===== config.mk =====
export PLATFORM = sky130hd
export DESIGN_NAME = fsk_demod
export DESIGN_NICKNAME = d
export VERILOG_FILES = /design/src/rtl/fsk_demod.sv
export SDC_FILE = /design/constraint.sdc
export NUM_CORES = 1
export LEC_CHECK = 0
export ABC_AREA = 1
export ABC_CLOCK_PERIOD_IN_PS = 4290
export BUFFER_PORTS_ARGS = -buffer_cell sky130_fd_sc_hd__buf_2
export CORE_MARGIN = 1
export CORE_UTILIZATION = 31
export DETAILED_ROUTE_END_ITERATION = 10
export GPL_TIMING_DRIVEN = 1
export PLACE_DENSITY = 0.43
export SLEW_MARGIN = 5
export SYNTH_ARGS = -nofsm -noshare
export SYNTH_HDL_FRONTEND = slang
export SYNTH_SLANG_ARGS = --single-unit

===== constraint.sdc =====
create_clock -name RX_CLK -period 4.29 [get_ports RX_CLK]
set_clock_uncertainty 0.2 [all_clocks]
set_input_delay 0.858 -clock RX_CLK [delete_from_list [all_inputs] [get_ports RX_CLK]]
set_output_delay 0.858 -clock RX_CLK [all_outputs]
set_load 0.02 [all_outputs]

===== src/rtl/fsk_demod.sv =====
// rtl/fsk_demod.sv - FSK receiver: rise-to-rise period classifier, carrier detect and bit timing recovery
// Decodes one bit per BIT_CYCLES from a tone-filtered period measurement.
module fsk_demod #(
  parameter int CNT_W      = 10,
  parameter int THRESH     = 24,
  parameter int BIT_CYCLES = 256,
  parameter int TIMEOUT    = 128,
  parameter bit MARK_FAST  = 1'b1
) (
  input  logic RX_CLK,
  input  logic RESET,
  input  logic FSK_IN,
  output logic RX_DATA,
  output logic RX_VALID,
  output logic CARRIER
);

  localparam logic [CNT_W-1:0] TIMEOUT_C = CNT_W'(TIMEOUT);
  localparam logic [CNT_W-1:0] THRESH_C  = CNT_W'(THRESH);
  localparam logic [CNT_W-1:0] BIT_LAST  = CNT_W'(BIT_CYCLES - 1);
  localparam logic [CNT_W-1:0] SAMPLE_PT = CNT_W'(BIT_CYCLES / 2 - 1);

  typedef enum logic {IDLE, TRACK} state_t;

  state_t           state;
  logic             s1, s2, s3;
  logic [CNT_W-1:0] per_cnt;
  logic [CNT_W-1:0] bit_cnt;
  logic [CNT_W-1:0] period;
  logic [2:0]       good_cnt;
  logic             have_prev;
  logic             last_cand;
  logic             tone;
  logic             tchg;
  logic             rise;
  logic             timeout;
  logic             capture;
  logic             cand;
  logic             bit_val;

  always_comb begin
    rise    = s2 & ~s3;
    timeout = (per_cnt == TIMEOUT_C);
    capture = rise & have_prev & (per_cnt < TIMEOUT_C);
    period  = per_cnt + 1'b1;
    cand    = (period < THRESH_C);
    bit_val = MARK_FAST ? tone : ~tone;
  end

  always_ff @(posedge RX_CLK or posedge RESET) begin
    if (RESET) begin
      s1 <= 1'b0;
      s2 <= 1'b0;
      s3 <= 1'b0;
    end else begin
      s1 <= FSK_IN;
      s2 <= s1;
      s3 <= s2;
    end
  end

  // Period measurement and carrier qualification: four good periods in a row lock the carrier.
  always_ff @(posedge RX_CLK or posedge RESET) begin
    if (RESET) begin
      per_cnt   <= '0;
      have_prev <= 1'b0;
      good_cnt  <= '0;
      CARRIER   <= 1'b0;
    end else begin
      if (rise) begin
        per_cnt <= '0;
      end else if (!timeout) begin
        per_cnt <= per_cnt + 1'b1;
      end
      if (timeout) begin
        have_prev <= rise;
        good_cnt  <= '0;
        CARRIER   <= 1'b0;
      end else if (rise) begin
        have_prev <= 1'b1;
        if (capture) begin
          if (good_cnt != 3'd4) begin
            good_cnt <= good_cnt + 1'b1;
          end
          if (good_cnt >= 3'd3) begin
            CARRIER <= 1'b1;
          end
        end
      end
    end
  end

  // Two agreeing captures are needed to flip the tone, so a lone odd period is ignored.
  always_ff @(posedge RX_CLK or posedge RESET) begin
    if (RESET) begin
      last_cand <= 1'b0;
      tone      <= 1'b0;
      tchg      <= 1'b0;
    end else begin
      tchg <= 1'b0;
      if (capture) begin
        last_cand <= cand;
        if ((cand == last_cand) && (cand != tone)) begin
          tone <= cand;
          tchg <= 1'b1;
        end
      end
    end
  end

  always_ff @(posedge RX_CLK or posedge RESET) begin
    if (RESET) begin
      state    <= IDLE;
      bit_cnt  <= '0;
      RX_DATA  <= 1'b0;
      RX_VALID <= 1'b0;
    end else begin
      RX_VALID <= 1'b0;
      case (state)
        IDLE: begin
          bit_cnt <= '0;
          if (CARRIER && !timeout) begin
            state <= TRACK;
          end
        end
        TRACK: begin
          // Carrier loss leaves on the same edge that clears CARRIER; a tone change realigns.
          if (timeout) begin
            state   <= IDLE;
            bit_cnt <= '0;
          end else if (tchg) begin
            bit_cnt <= '0;
          end else begin
            bit_cnt <= (bit_cnt == BIT_LAST) ? '0 : bit_cnt + 1'b1;
            if (bit_cnt == SAMPLE_PT) begin
              RX_DATA  <= bit_val;
              RX_VALID <= 1'b1;
            end
          end
        end
        default: state <= IDLE;
      endcase
    end
  end

endmodule


Word level (Yosys, flattened, before mapping) --
Index checks and enable logic that the tools add are counted. Widths: inputs -> output; s select.
Operators by class: add/sub/neg operators 3, $lt $le $gt $ge 3, equality and inequality tests 7, multiplexer cells 25, bitwise logic cells 7, reduce and logical (&&, ||, !) cells 11
Operators with widths (number):
- $mux 10 | 5
- $add 10x1->10 const B | 2
- $eq 10x8->1 const B | 2
- $pmux 10 s2 | 1
- $mux 1 | 14
- $mux 3 | 4
- $eq 10x7->1 const B | 1
- $lt 10x5->1 const B | 1
- $lt 10x8->1 const B | 1
- $reduce_bool 2->1 | 4
- $reduce_and 3->1 | 2
- $not 1->1 | 4
- $reduce_and 4->1 | 1
- $add 3x1->3 const B | 1
- $and 1x1->1 | 3
- $ge 3x2->1 const B | 1
- $ne 3x3->1 const B | 1
- $logic_and 1x1->1 | 2
- $ne 2x2->1 const B | 1
- $pmux 1 s2 | 1
- $reduce_and 2->1 | 1
- $eq 1x1->1 | 1
- $logic_not 1->1 | 1
- $ne 1x1->1 | 1
Storage, ports and cells: register bits 34, logic and storage cells 70

Longest topological paths before layout --
Gate-level depths: netlist (run 1).
depth in word-level cells 7, mapped depth 12, gate-level depth less buffers 12

Least setup slack after synthesis (run 1) --
Ideal clock, no wire load.
path type register -> register, start point register per_cnt[0], end point register RX_DATA, setup time 0.123 ns, data arrival time 1.363 ns, slack 2.604 ns, stages on the path, launching flop included 10, buffers on the path 0, period minus slack after synthesis 1.686 ns, cell sequence dfrtp_1 inv_1 ha_1 nand4_1 nor3_4 inv_2 nand3b_2 nor2_2 nand2_1 nand2_1
On the way: word-level cells in the longest chain between the ends 3
Ends and longest elaborated chain:
- start: declaration | line 27 | logic [CNT_W-1:0] per_cnt;
- start signal: assignment | line 73 | per_cnt <= per_cnt + 1'b1;
- $eq 10x8->1 | line 43 | timeout = (per_cnt == TIMEOUT_C);
- $not 1->1 (no line)
- $reduce_and 4->1 (no line)
- end signal: assignment | line 136 | RX_DATA <= bit_val;
- end: declaration | line 13 | output logic RX_DATA,
No other way between the ends. A chain may end at the register's enable or synchronous reset.

Worst setup path in the final report (run 1) --
Same ends and word-level chain as after synthesis.

==> results of run 1 <==
[state kept, by name (all words and copies together), names as in the netlist]
| register | flops |
|---|---|
| bit_cnt | 10 |
| s3 | 1 |
| good_cnt | 3 |
| RX_DATA | 1 |
| have_prev | 1 |
| per_cnt | 10 |
| state | 1 |
| CARRIER | 1 |
| last_cand | 1 |
| tchg | 1 |
| RX_VALID | 1 |
| s1 | 1 |
| bit_val | 1 |
| s2 | 1 |
[power by group through the flow]
stage	logic (mW)	clock network, mW	registers (mW)
after floorplan	0.162	0	0.440
after global placement	0.196	0	0.457
after detailed placement	0.198	0	0.454
after CTS	0.197	0.284	0.449
after global routing	0.235	0.298	0.461
final	0.193	0.274	0.449
[logic make-up after synthesis]
| group | count (synthesis) |
|---|---|
| fa+ha+maj | 6 |
| flops | 34 |
| simple gates | 119 |
| compound gates | 16 |
| xor+xnor | 5 |
| buf+inv | 34 |
[worst min path at each step]
| stage | end | from |
|---|---|---|
| floorplan | s2 | s1 |
| global placement | s3 | s2 |
| detailed placement | s2 | s1 |
| CTS | s2 | s1 |
| global route | s2 | s1 |
| finish | s2 | s1 |
[worst reg2reg max path, delay by kind of cell, from the launching register on]
| kind | cells | cell delay, ns |
|---|---|---|
| buf+inv | 2 | 0.31 |
| flops | 1 | 0.42 |
| simple gates | 6 | 0.69 |
| fa+ha+maj | 1 | 0.18 |
[placed cells by master, fill, tap and decap left out]
cell and instances:
sky130_fd_sc_hd__nor2_1 28, sky130_fd_sc_hd__clkbuf_8 8, sky130_fd_sc_hd__nor3_2 1, sky130_fd_sc_hd__a21oi_1 5, sky130_fd_sc_hd__nand2_1 53, sky130_fd_sc_hd__nand2_2 3
sky130_fd_sc_hd__xor2_1 5, sky130_fd_sc_hd__nor3_4 1, sky130_fd_sc_hd__dfrtp_1 34, sky130_fd_sc_hd__nand4_1 8, sky130_fd_sc_hd__a21oi_2 1, sky130_fd_sc_hd__nor2_4 1
sky130_fd_sc_hd__nor3_1 2, sky130_fd_sc_hd__ha_1 6, sky130_fd_sc_hd__o21ai_0 6, sky130_fd_sc_hd__buf_4 1, sky130_fd_sc_hd__buf_2 5, sky130_fd_sc_hd__nor2_2 4
sky130_fd_sc_hd__inv_1 29, sky130_fd_sc_hd__nand3_2 4, sky130_fd_sc_hd__nand3_1 13, sky130_fd_sc_hd__o31ai_2 1, sky130_fd_sc_hd__nand3b_2 1, sky130_fd_sc_hd__inv_2 5
sky130_fd_sc_hd__o22ai_1 1, sky130_fd_sc_hd__o21ai_1 2
[per-stage QoR]
stage / instance area, µm² / setup WS [ns] / hold WS (ns)
floorplan: 1750 / 2.48 / 0.131
global placement: 1870 / 2.22 / 0.159
detailed placement: 1870 / 2.22 / 0.148
CTS: 1980 / 2.35 / 0.164
global route: 1980 / 2.17 / 0.175
finish: 1980 / 2.38 / 0.159
[layer usage]
layer  up-vias  GRT usage  part of all wire
li1        702          -                 -
met3         7     0.0333             0.034
met4         0     0.0509             0.014
met5         -          0                 0
met2        17      0.182              0.41
met1       597      0.180              0.54
[area by class of cell]
type / count / share of cell area
Sequential cell: 34 / 0.429
Timing Repair Buffer: 6 / 0.0164
Inverter: 34 / 0.0643
Clock buffer: 8 / 0.0555
Tap cell: 72 / 0.0454
Multi-Input combinational cell: 146 / 0.390
==> results.md, run 1 <==
- Number of enable-type register cells in the synthesized netlist: 0
- Die extent in y: ~77 µm
- Final period util: 0.445
- Post-synthesis simple-gate area fraction: 0.321
- Total clock buffers created by CTS: 5
- Std-Cell Rows: 27
- Overflow left after global routing: 0
- Vias in the first global route: 1287
- Total half-perimeter wirelength after legalization and detailed placement: about 2.6 mm
- Wire length of the first global-routing pass: 5.89 mm
- Part of the power in registers: 0.490
- Area inside the core boundary: around 0.0055 mm²
- Number of instances in the synthesized netlist: 214
- Portion of the post-synthesis area used by sequential elements: 0.486
- Achievable clock frequency: between 500 and 600 MHz
- Leak: 1.02 nW
- Total detailed-routing wirelength: about 3.4 mm
- Share of synthesized area spent on multiplexers: 0
- Critical path cell sequence: inv_1 -> ha_1 -> nand4_1 -> nor3_4 -> inv_2 -> nand3b_2 -> nor2_2 -> nand2_1 -> nand2_1
- PwrDens: 462 mW/mm²
- Combined flip-flop and latch cell area: ~850 µm²
- Average footprint of a synthesized cell: slightly above 8 µm²
- Effective utilization at floorplan: 0.320
- CP Buf/Inv Count: 2
- Maximum vdd ir drop: around 0.00023 V
- Post-Place Cells: between 200 and 300
- Horiz. Die Dim: 77.2 µm
- Unrepaired setup endpoints after global routing: false
- Post-synth design cell area: 0.00175 mm²
- Dominant cell type by count on the critical path: sky130_fd_sc_hd__nand2_1
- H-tree Lvls: 2
- Kind of capture point of the worst setup path: register
- Post-CTS Resized: 0
- Number of warnings printed during yosys synthesis: 0
- Most used standard cells in the synthesized netlist: sky130_fd_sc_hd__nand2_1 (53), sky130_fd_sc_hd__dfrtp_1 (34), sky130_fd_sc_hd__inv_1 (29)
- Largest cells by area after synthesis: sky130_fd_sc_hd__dfrtp_1 (49%), sky130_fd_sc_hd__nand2_1 (11%), sky130_fd_sc_hd__inv_1 (6.2%), sky130_fd_sc_hd__nor2_1 (6.0%), sky130_fd_sc_hd__ha_1 (4.3%)
- Leading register cell type out of synthesis: sky130_fd_sc_hd__dfrtp_1
- Syn Nets: around 220
- Instance count on the critical path: 9
- Count of state elements after synthesis: 34
- Residual DRC: 0
- Violation count after the first detailed-routing iteration: 54
- Worst hold stages: 0
- Buffers from clock root to sink, at most: 2
- Clock sink count: 34
- Post-layout util: 0.363
- DR pass1 iterations: 5
- Proportion of layout cells with a drive suffix above 1: 0.158
- Post-CTS setup repair buffer count: 0
- Xor/xnor cell area share of the yosys netlist: 0.0250
- Proportion of register bits with asynchronous set or reset after synthesis: 1.00
- CTS tree: done
- Number of setup violations in the final report: 0
- Unique cell type count in the Yosys netlist: 23
- Nets: approximately 240
- Cell internal pwr: around 630 µW
- Wire per inst: around 11 µm
- Total via count after detailed routing: ~1300
- Endpoint arrival time on the critical path: between 1.5 and 2 ns
- Area growth from synthesis to final layout: 13.3%
- Critical path startpoint: per_cnt[0]
- Synthesized-area fraction occupied by ao, oa, aoi and oai cells: 0.0529
- Most common cell in the synthesized netlist: sky130_fd_sc_hd__nand2_1
- Actual slew at the worst max-slew pin: slightly above 0.9 ns
- Die area: just under 0.006 mm²
- IO Port Bufs: 5
- Area share of the largest cell type after synthesis: 0.486
- Final cell count without fillers: 300
- Largest family of logic cells by synthesized area: simple AND/OR/NAND/NOR gates
- Reg2reg path depth: 9
- Cts-stage hold buffer count: 0
- Antenna Nets Post-Route: 0
- Register-to-register setup slack: 2.38 ns
- CP Launch Type: register
- Slowest cell delay on critical path: 0.42 ns
- Maximum number of pins on one net before global-route repair: 25
- Adder and majority gate portion of the synthesized area: 0.0429
- Number of antenna violations at the first check in global routing: 0
- Remaining max-slew budget at the tightest pin: 0.382
- Cell at the root of the clock tree: sky130_fd_sc_hd__clkbuf_8
- Design Power: about 920 µW
- Worst reg2reg path endpoint: RX_DATA
- Total negative slack for setup checks: 0 ns
- Reg-to-Reg Start: per_cnt[0]
- Final hold viol count: 0
- Max-slew violation total from the final report: 0
- Power share of the clock group: 0.299
- Maximum fanout along the worst path: 8
- Num ports: 6
- Crit-path leading delay family: simple AND/OR/NAND/NOR gates
- Critical path destination: RX_DATA
- Via density per instance: 4.41
- Switching Share: 0.314
- CTS clock-pin slew for the worst setup and hold paths: around 0.070 ns
- Worst skew pair latency: between 0.2 and 0.3 ns
- Shortest clock period the worst path allows after layout: approximately 1.9 ns
- Proportion of power drawn by combinational gates: 0.211
- Status: completed
- Max-Cap Viols: 0
- Routability Congestion: between 0.7 and 0.8
- Filler instances: between 600 and 700
- Required time of the critical path: 4.26 ns
- Biggest area consumer among synthesized cells: sky130_fd_sc_hd__dfrtp_1
- Start-to-end type of the worst setup path: register to register
- Number of diodes added for antenna fixing: 0
- Area of the multi-input gates: slightly below 800 µm²
- Overall track demand over capacity in global routing: 0.127
- Hold Path Class: register to register
- Switching power: approximately 290 µW
- Critical-path cell with the highest stage delay: sky130_fd_sc_hd__dfrtp_1
No activity file was read; power rests on OpenSTA's default activity.
==> run 2: changes to the inputs <==
Settings changed: ABC_CLOCK_PERIOD_IN_PS 4290 to 1700, PLACE_DENSITY 0.43 to 0.44.
Clock period 4.29 ns to 1.7 ns, I/O delays scaled along.
==> run 2 against run 1 <==
Against the previous run: the run now ends with setup timing left; cell area grew 23%; global-route usage rose by 2.5 points; critical endpoint is now bit_val; final cell count rose by 12%; flip-flop and latch count unchanged; critical path depth increased by 4; clock power grew to 3.4 times the previous value; largest cell class is now multi-input gates.
==> results.md, run 2 (synthesized netlist as in run 1, its figures left out) <==
- Max-slew violation total from the final report: 0 (unchanged)
- Register-to-register setup slack: -0.003 ns (-2.38 ns)
- Area of the multi-input gates: 902 µm² (+17%)
- Placement-stage cell area: 0.00207 mm² (+10%)
- Total half-perimeter wirelength after legalization and detailed placement: 2.79 mm (+8.1%)
- Wire per inst: 11.8 µm (+5.1%)
- Unrepaired setup endpoints after global routing: true
- CP Launch Type: register
- Actual slew at the worst max-slew pin: 0.274 ns (-0.652 ns)
- H-tree Lvls: 2 (unchanged)
- Registers with the highest flip-flop counts: bit_cnt (10), per_cnt (10), good_cnt (3)
- Die area: 0.00596 mm² (unchanged)
- Fin worst setup slack: -0.00301 ns (-2.38 ns)
- Total negative slack for setup checks: -0.00301 ns (-0.00301 ns)
- Status: finished with violations
- Reg2reg path depth: 13 (+4)
- Routability Congestion: 0.762 (+2.5%)
- Clock sink count: 34 (unchanged)
- Hold EP: s2
- CTS clock-pin slew for the worst setup and hold paths: 0.07 ns (about the same)
- Number of setup violations in the final report: 1 (+1)
- Nets: 271 (+15%)
- Remaining max-slew budget at the tightest pin: 0.817 (+0.435)
- Switching Share: 0.307 (-0.00752)
- Required time of the critical path: 1.68 ns (-2.58 ns)
- Reg-to-Reg Start: per_cnt[0]
- Cell internal pwr: 2.01 mW (+220%)
- Achievable clock frequency: 587 MHz (+12%)
- Std-Cell Rows: 27 (unchanged)
- Kind of capture point of the worst setup path: register
- PwrDens: 1180 mW/mm² (+160%)
- DR pass1 iterations: 4 (-1)
- Overall track demand over capacity in global routing: 0.153 (+0.0254)
- Total detailed-routing wirelength: 3.95 mm (+17%)
- Endpoint arrival time on the critical path: 1.69 ns (-0.19 ns)
- Final period util: 1.00 (+0.556)
- Worst hold path startpoint: s1
- Final hold viol count: 0 (unchanged)
- Final instance area: 0.00244 mm² (+23%)
- Worst-case hold slack: 0.167 ns (+0.00824 ns)
- Design Power: 2.90 mW (+220%)
- Vias in the first global route: 1500 (+17%)
- Start-to-end type of the worst setup path: register to register
- Max-Cap Viols: 0 (unchanged)
- Cell at the root of the clock tree: sky130_fd_sc_hd__clkbuf_8
- Proportion of layout cells with a drive suffix above 1: 0.357 (+0.200)
- Via density per instance: 4.37 (-0.97%)
- Most common cell after layout, fill and taps aside: sky130_fd_sc_hd__nand2_1
- Maximum number of pins on one net before global-route repair: 35 (+40%)
- Hold Path Class: register to register
- Antenna Nets Post-Route: 0 (unchanged)
- Die extent in y: 77.2 µm (unchanged)
- IO Port Bufs: 5 (unchanged)
- Number of antenna violations at the first check in global routing: 0 (unchanged)
- Maximum vdd ir drop: 0.000461 V (+98%)
- Maximum fanout along the worst path: 3 (-5)
- Power share of the clock group: 0.325 (+0.026)
- Num ports: 6 (unchanged)
- Total clock buffers created by CTS: 5 (unchanged)
- Part of the power in registers: 0.390 (-0.100)
- Total via count after detailed routing: 1463 (+11%)
- Number of diodes added for antenna fixing: 0 (unchanged)
- Violated checks: setup timing
- Effective utilization at floorplan: 0.320 (unchanged)
- Worst skew pair latency: 0.29 ns (about the same)
- CTS tree: done
- Horiz. Die Dim: 77.2 µm (unchanged)
- Shortest clock period the worst path allows after layout: 1.70 ns (-0.208 ns)
- Worst-case setup slack after placement: -0.0698 ns (-2.29 ns)
- Residual DRC: 0 (unchanged)
- Leak: 1.22 nW (+20%)
- Wire length of the first global-routing pass: 6.97 mm (+18%)
- Buffers from clock root to sink, at most: 2 (unchanged)
- Filler instances: 555 (-9.2%)
- Switching power: 888 µW (+210%)
- Combined flip-flop and latch cell area: 852 µm² (+0.15%)
- Proportion of power drawn by combinational gates: 0.285 (+0.074)
- Violation count after the first detailed-routing iteration: 53 (-1.9%)
- Area inside the core boundary: 0.00547 mm² (unchanged)
- Top library cells by usage in the layout, fill and taps aside: sky130_fd_sc_hd__nand2_1 (46), sky130_fd_sc_hd__dfrtp_1 (33), sky130_fd_sc_hd__buf_4 (29), sky130_fd_sc_hd__inv_1 (24), sky130_fd_sc_hd__nor2_1 (24)
- Overflow left after global routing: 0 (unchanged)
- Area growth from synthesis to final layout: 39.6%
- Worst reg2reg path endpoint: bit_val
- Worst hold stages: 0 (unchanged)
## run 2: cell count changes in the layout (fill, tap and decap cells not counted), moves of 5 or more
cell                      change
sky130_fd_sc_hd__buf_4       +28
sky130_fd_sc_hd__inv_1        -5
sky130_fd_sc_hd__nand2_1      -7
sky130_fd_sc_hd__nand2_2      +6
## run 2: repair_timing
item	in CTS	in global routing
endpoints found under the setup margin	8	22
setup buffers	3	7
gates resized for setup	15	25
endpoints found under the hold margin	35	0
pin swaps	8	20
gates cloned	0	0
hold buffers	2	0
## run 2: routing by layer
metal / part of all wire / up-vias / global-route usage
li1: - / 768 / -
met1: 0.51 / 679 / 0.207
met2: 0.45 / 9 / 0.232
met3: 0.023 / 7 / 0.0429
met4: 0.013 / 0 / 0.0509
met5: 0 / - / 0
## run 2: critical path: stages (launching register included)
cell,delay [ns]
sky130_fd_sc_hd__dfrtp_1,0.40
sky130_fd_sc_hd__buf_6,0.13
sky130_fd_sc_hd__ha_4,0.14
sky130_fd_sc_hd__nand2_4,0.07
sky130_fd_sc_hd__nor2_4,0.11
sky130_fd_sc_hd__nand2_1,0.08
sky130_fd_sc_hd__nand2_1,0.07
sky130_fd_sc_hd__nand2_1,0.07
sky130_fd_sc_hd__nand2_2,0.07
sky130_fd_sc_hd__inv_2,0.04
sky130_fd_sc_hd__nand3_2,0.08
sky130_fd_sc_hd__nand2_2,0.05
sky130_fd_sc_hd__nand2_1,0.05
sky130_fd_sc_hd__nand2_1,0.05
## run 2: power groups by stage
stage          Sequential [mW]  Combinational, mW  Clock (mW)
2_1_floorplan             1.11              0.409           0
3_3_place_gp              1.12              0.635           0
3_5_place_dp              1.13              0.637           0
4_1_cts                   1.12              0.724       0.972
5_1_grt                   1.16              0.961        1.00
6_report                  1.13              0.825       0.942
## run 2: final cells by class
class / instances / area share
clock inverters: 2 / 0.0246
inverters: 34 / 0.0532
flip-flops and latches: 34 / 0.349
clock buffers: 6 / 0.0338
repair buffers: 41 / 0.134
multi-input cells: 146 / 0.369
well taps: 72 / 0.0368
## run 2: how the worst max path moves through the flow
| stage | to | start |
|---|---|---|
| 6_report | bit_val | per_cnt[0] |
| 5_1_grt | tchg | per_cnt[0] |
| 4_1_cts | bit_val | per_cnt[0] |
| 3_5_place_dp | tchg | per_cnt[0] |
| 3_3_place_gp | tchg | per_cnt[0] |
| 2_1_floorplan | RX_DATA | per_cnt[0] |
## run 2: stage by stage
step           utilization  std cells
4_1_cts              0.423        329
2_1_floorplan            -        214
6_report             0.447        335
3_5_place_dp         0.378        316
3_3_place_gp         0.378        316
5_1_grt              0.447        335
==> run 3: changes to the inputs <==
Settings changed: CORE_MARGIN 1 to 3, HOLD_SLACK_MARGIN set to 0.03.
==> run 3 against run 2 <==
Against the previous run: the run still ends with setup timing left; maximum frequency about the same; sequential share of layout area is 0.20 points lower; via count up 1.7%; utilization is 2.0 points higher; hold slack got worse by 0.015 ns; largest cell class unchanged.
==> results.md, run 3 (synthesized netlist as in run 1, its figures left out) <==
- Effective utilization at floorplan: 0.332 (+0.0123)
- Nets: 270 (-0.37%)
- Num ports: 6 (unchanged)
- Die extent in y: 81.2 µm (+5.2%)
- PwrDens: 1060 mW/mm² (-10%)
- Std-Cell Rows: 26 (-3.7%)
- Proportion of power drawn by combinational gates: 0.325 (+0.040)
- Area growth from synthesis to final layout: 40.4%
- Switching power: 887 µW (-0.12%)
- Maximum number of pins on one net before global-route repair: 35 (unchanged)
- CTS tree: done
- Instance count on the critical path: 12 (-1)
- Wire per inst: 11.7 µm (-0.81%)
- Status: finished with violations
- CTS clock-pin slew for the worst setup and hold paths: 0.07 ns (about the same)
- Buffers from clock root to sink, at most: 2 (unchanged)
- Required time of the critical path: 1.72 ns (+0.04 ns)
- Total detailed-routing wirelength: 3.88 mm (-1.7%)
- Design Power: 2.61 mW (-9.9%)
- Max-slew violation total from the final report: 0 (unchanged)
- Wire length on met1: 1.83 mm (-9.3%)
- Critical-path cell with the highest stage delay: sky130_fd_sc_hd__dfrtp_1
- Worst hold stages: 0 (unchanged)
- DR pass1 iterations: 4 (unchanged)
- Filler instances: 529 (-4.7%)
- Residual DRC: 0 (unchanged)
- Total via count after detailed routing: 1488 (+1.7%)
- Overflow left after global routing: 0 (unchanged)
- Wire length of the first global-routing pass: 6.40 mm (-8.1%)
- Final cell count without fillers: 332 (-0.90%)
- Final hold viol count: 0 (unchanged)
- Max-Cap Viols: 0 (unchanged)
- Power share of the clock group: 0.240 (-0.085)
- Fin worst setup slack: -0.00358 ns (-0.000566 ns)
- Total clock buffers created by CTS: 5 (unchanged)
- IO Port Bufs: 5 (unchanged)
- Combined flip-flop and latch cell area: 852 µm² (unchanged)
- Horiz. Die Dim: 81.2 µm (+5.2%)
- Remaining max-slew budget at the tightest pin: 0.698 (-0.118)
- Part of the power in registers: 0.435 (+0.045)
- Number of antenna violations at the first check in global routing: 0 (unchanged)
- Antenna Nets Post-Route: 0 (unchanged)
- Slowest cell delay on critical path: 0.39 ns (about the same)
- Highest routing layer actually used: met4
- Proportion of layout cells with a drive suffix above 1: 0.416 (+0.0586)
- Wire length on met2: 1.88 mm (+5.3%)
- H-tree Lvls: 2 (unchanged)
- Post-layout util: 0.467 (+0.0198)
- CP Launch Type: register
- CP Buf/Inv Count: 1 (-1)
- Routability Congestion: 0.824 (+8.1%)
- Unrepaired setup endpoints after global routing: true
- Vias in the first global route: 1431 (-4.6%)
- Number of diodes added for antenna fixing: 0 (unchanged)
- Violated checks: setup timing
- Violation count after the first detailed-routing iteration: 27 (-49%)
- Cell at the root of the clock tree: sky130_fd_sc_hd__clkbuf_8
- Overall track demand over capacity in global routing: 0.128 (-0.0243)
- Detailed-routed wire length on met3: 124 µm (+35%)
- Reg2reg path depth: 12 (-1)
- Kind of capture point of the worst setup path: register
- Area inside the core boundary: 0.00527 mm² (-3.7%)
- Actual slew at the worst max-slew pin: 0.452 ns (+0.178 ns)
- Worst-case hold slack: 0.152 ns (-0.0150 ns)
- Top library cells by usage in the layout, fill and taps aside: sky130_fd_sc_hd__nand2_1 (38), sky130_fd_sc_hd__dfrtp_1 (33), sky130_fd_sc_hd__buf_4 (26), sky130_fd_sc_hd__inv_1 (25), sky130_fd_sc_hd__nor2_1 (20)
- Start-to-end type of the worst setup path: register to register
- Endpoint arrival time on the critical path: 1.73 ns (+0.04 ns)
- Switching Share: 0.340 (+0.0335)
- Dominant cell type by count on the critical path: sky130_fd_sc_hd__nand2_2
- Maximum fanout along the worst path: 3 (unchanged)
- Die area: 0.00659 mm² (+11%)
- Most common cell after layout, fill and taps aside: sky130_fd_sc_hd__nand2_1
- Shortest clock period the worst path allows after layout: 1.70 ns (+0.000566 ns)
- Worst skew pair latency: 0.28 ns (about the same)
- Leak: 1.22 nW (-0.35%)
- Area of the multi-input gates: 972 µm² (+7.8%)
- Number of setup violations in the final report: 1 (unchanged)
- Hold Path Class: register to register
- Registers with the highest flip-flop counts: bit_cnt (10), per_cnt (10), good_cnt (3)
- Placement-stage cell area: 0.00206 mm² (-0.12%)
- Maximum vdd ir drop: 0.000569 V (+23%)
- Final instance area: 0.00246 mm² (+0.56%)
- Clock sink count: 34 (unchanged)
- Crit-path leading delay family: simple AND/OR/NAND/NOR gates
- Achievable clock frequency: 587 MHz (about the same)
- Post-Place Cells: 314 (-0.63%)
- Total half-perimeter wirelength after legalization and detailed placement: 2.63 mm (-5.6%)
- Cell internal pwr: 1.72 mW (-14%)
- Via density per instance: 4.48 (+2.6%)
- Critical path cell sequence: buf_6 -> ha_4 -> nand2_4 -> nor2_4 -> nand2_2 -> nand2_2 -> nand2_2 -> a21oi_2 -> nand3_2 -> nand2_2 -> nand2_1 -> nand2_1
- Final period util: 1.00 (about the same)
run 3: changes by cell type in the layout (fill, tap and decap cells not counted), sizes merged:
cell / delta
buf: -1
bufinv: -2
clkbuf: +1
clkinv: +1
run 3: final timing paths:
check / from / end / slack [ns]
min: s1 / s2 / 0.15
max reg2reg: per_cnt[0] / bit_val / -0.004
max in group asynchronous: RESET / per_cnt[2] / 0.46
min reg2reg: s1 / s2 / 0.15
max: per_cnt[0] / bit_val / -0.004
min in group asynchronous: RESET / have_prev / 0.51
run 3: per-stage QoR:
stage	TNS (ns)	worst slack, ns
6_report	-0.00358	-0.00358
5_1_grt	-0.720	-0.114
4_1_cts	-0.0502	-0.0176
3_5_place_dp	-0.0995	-0.0489
3_3_place_gp	-0.130	-0.0302
2_1_floorplan	0	0.0140
run 3: power groups by stage:
stage / sequential (mW) / clock, mW / combinational, mW
6_report: 1.13 / 0.625 / 0.848
5_1_grt: 1.16 / 0.679 / 0.962
4_1_cts: 1.11 / 0.651 / 0.711
3_5_place_dp: 1.13 / 0 / 0.624
3_3_place_gp: 1.13 / 0 / 0.621
2_1_floorplan: 1.11 / 0 / 0.409
run 3: per-layer routing:
| layer | up-vias | global-route usage |
|---|---|---|
| li1 | 769 | - |
| met1 | 691 | 0.166 |
| met2 | 22 | 0.212 |
| met3 | 6 | 0.0299 |
| met4 | 0 | 0.0405 |
| met5 | - | 0 |
run 3: area by class of cell:
cell class / count / area share
Multi-Input combinational cell: 146 / 0.395
Clock inverter: 1 / 0.00204
Clock buffer: 7 / 0.0351
Inverter: 34 / 0.0519
Sequential cell: 34 / 0.347
Timing Repair Buffer: 40 / 0.133
Tap cell: 70 / 0.0356
run 3: timing repair:
| action | CTS | global route |
|---|---|---|
| pin swaps | 4 | 15 |
| endpoints found under the hold margin | 35 | 0 |
| setup buffers | 4 | 5 |
| gates resized for setup | 14 | 49 |
| hold buffers | 2 | 0 |
| endpoints found under the setup margin | 7 | 24 |
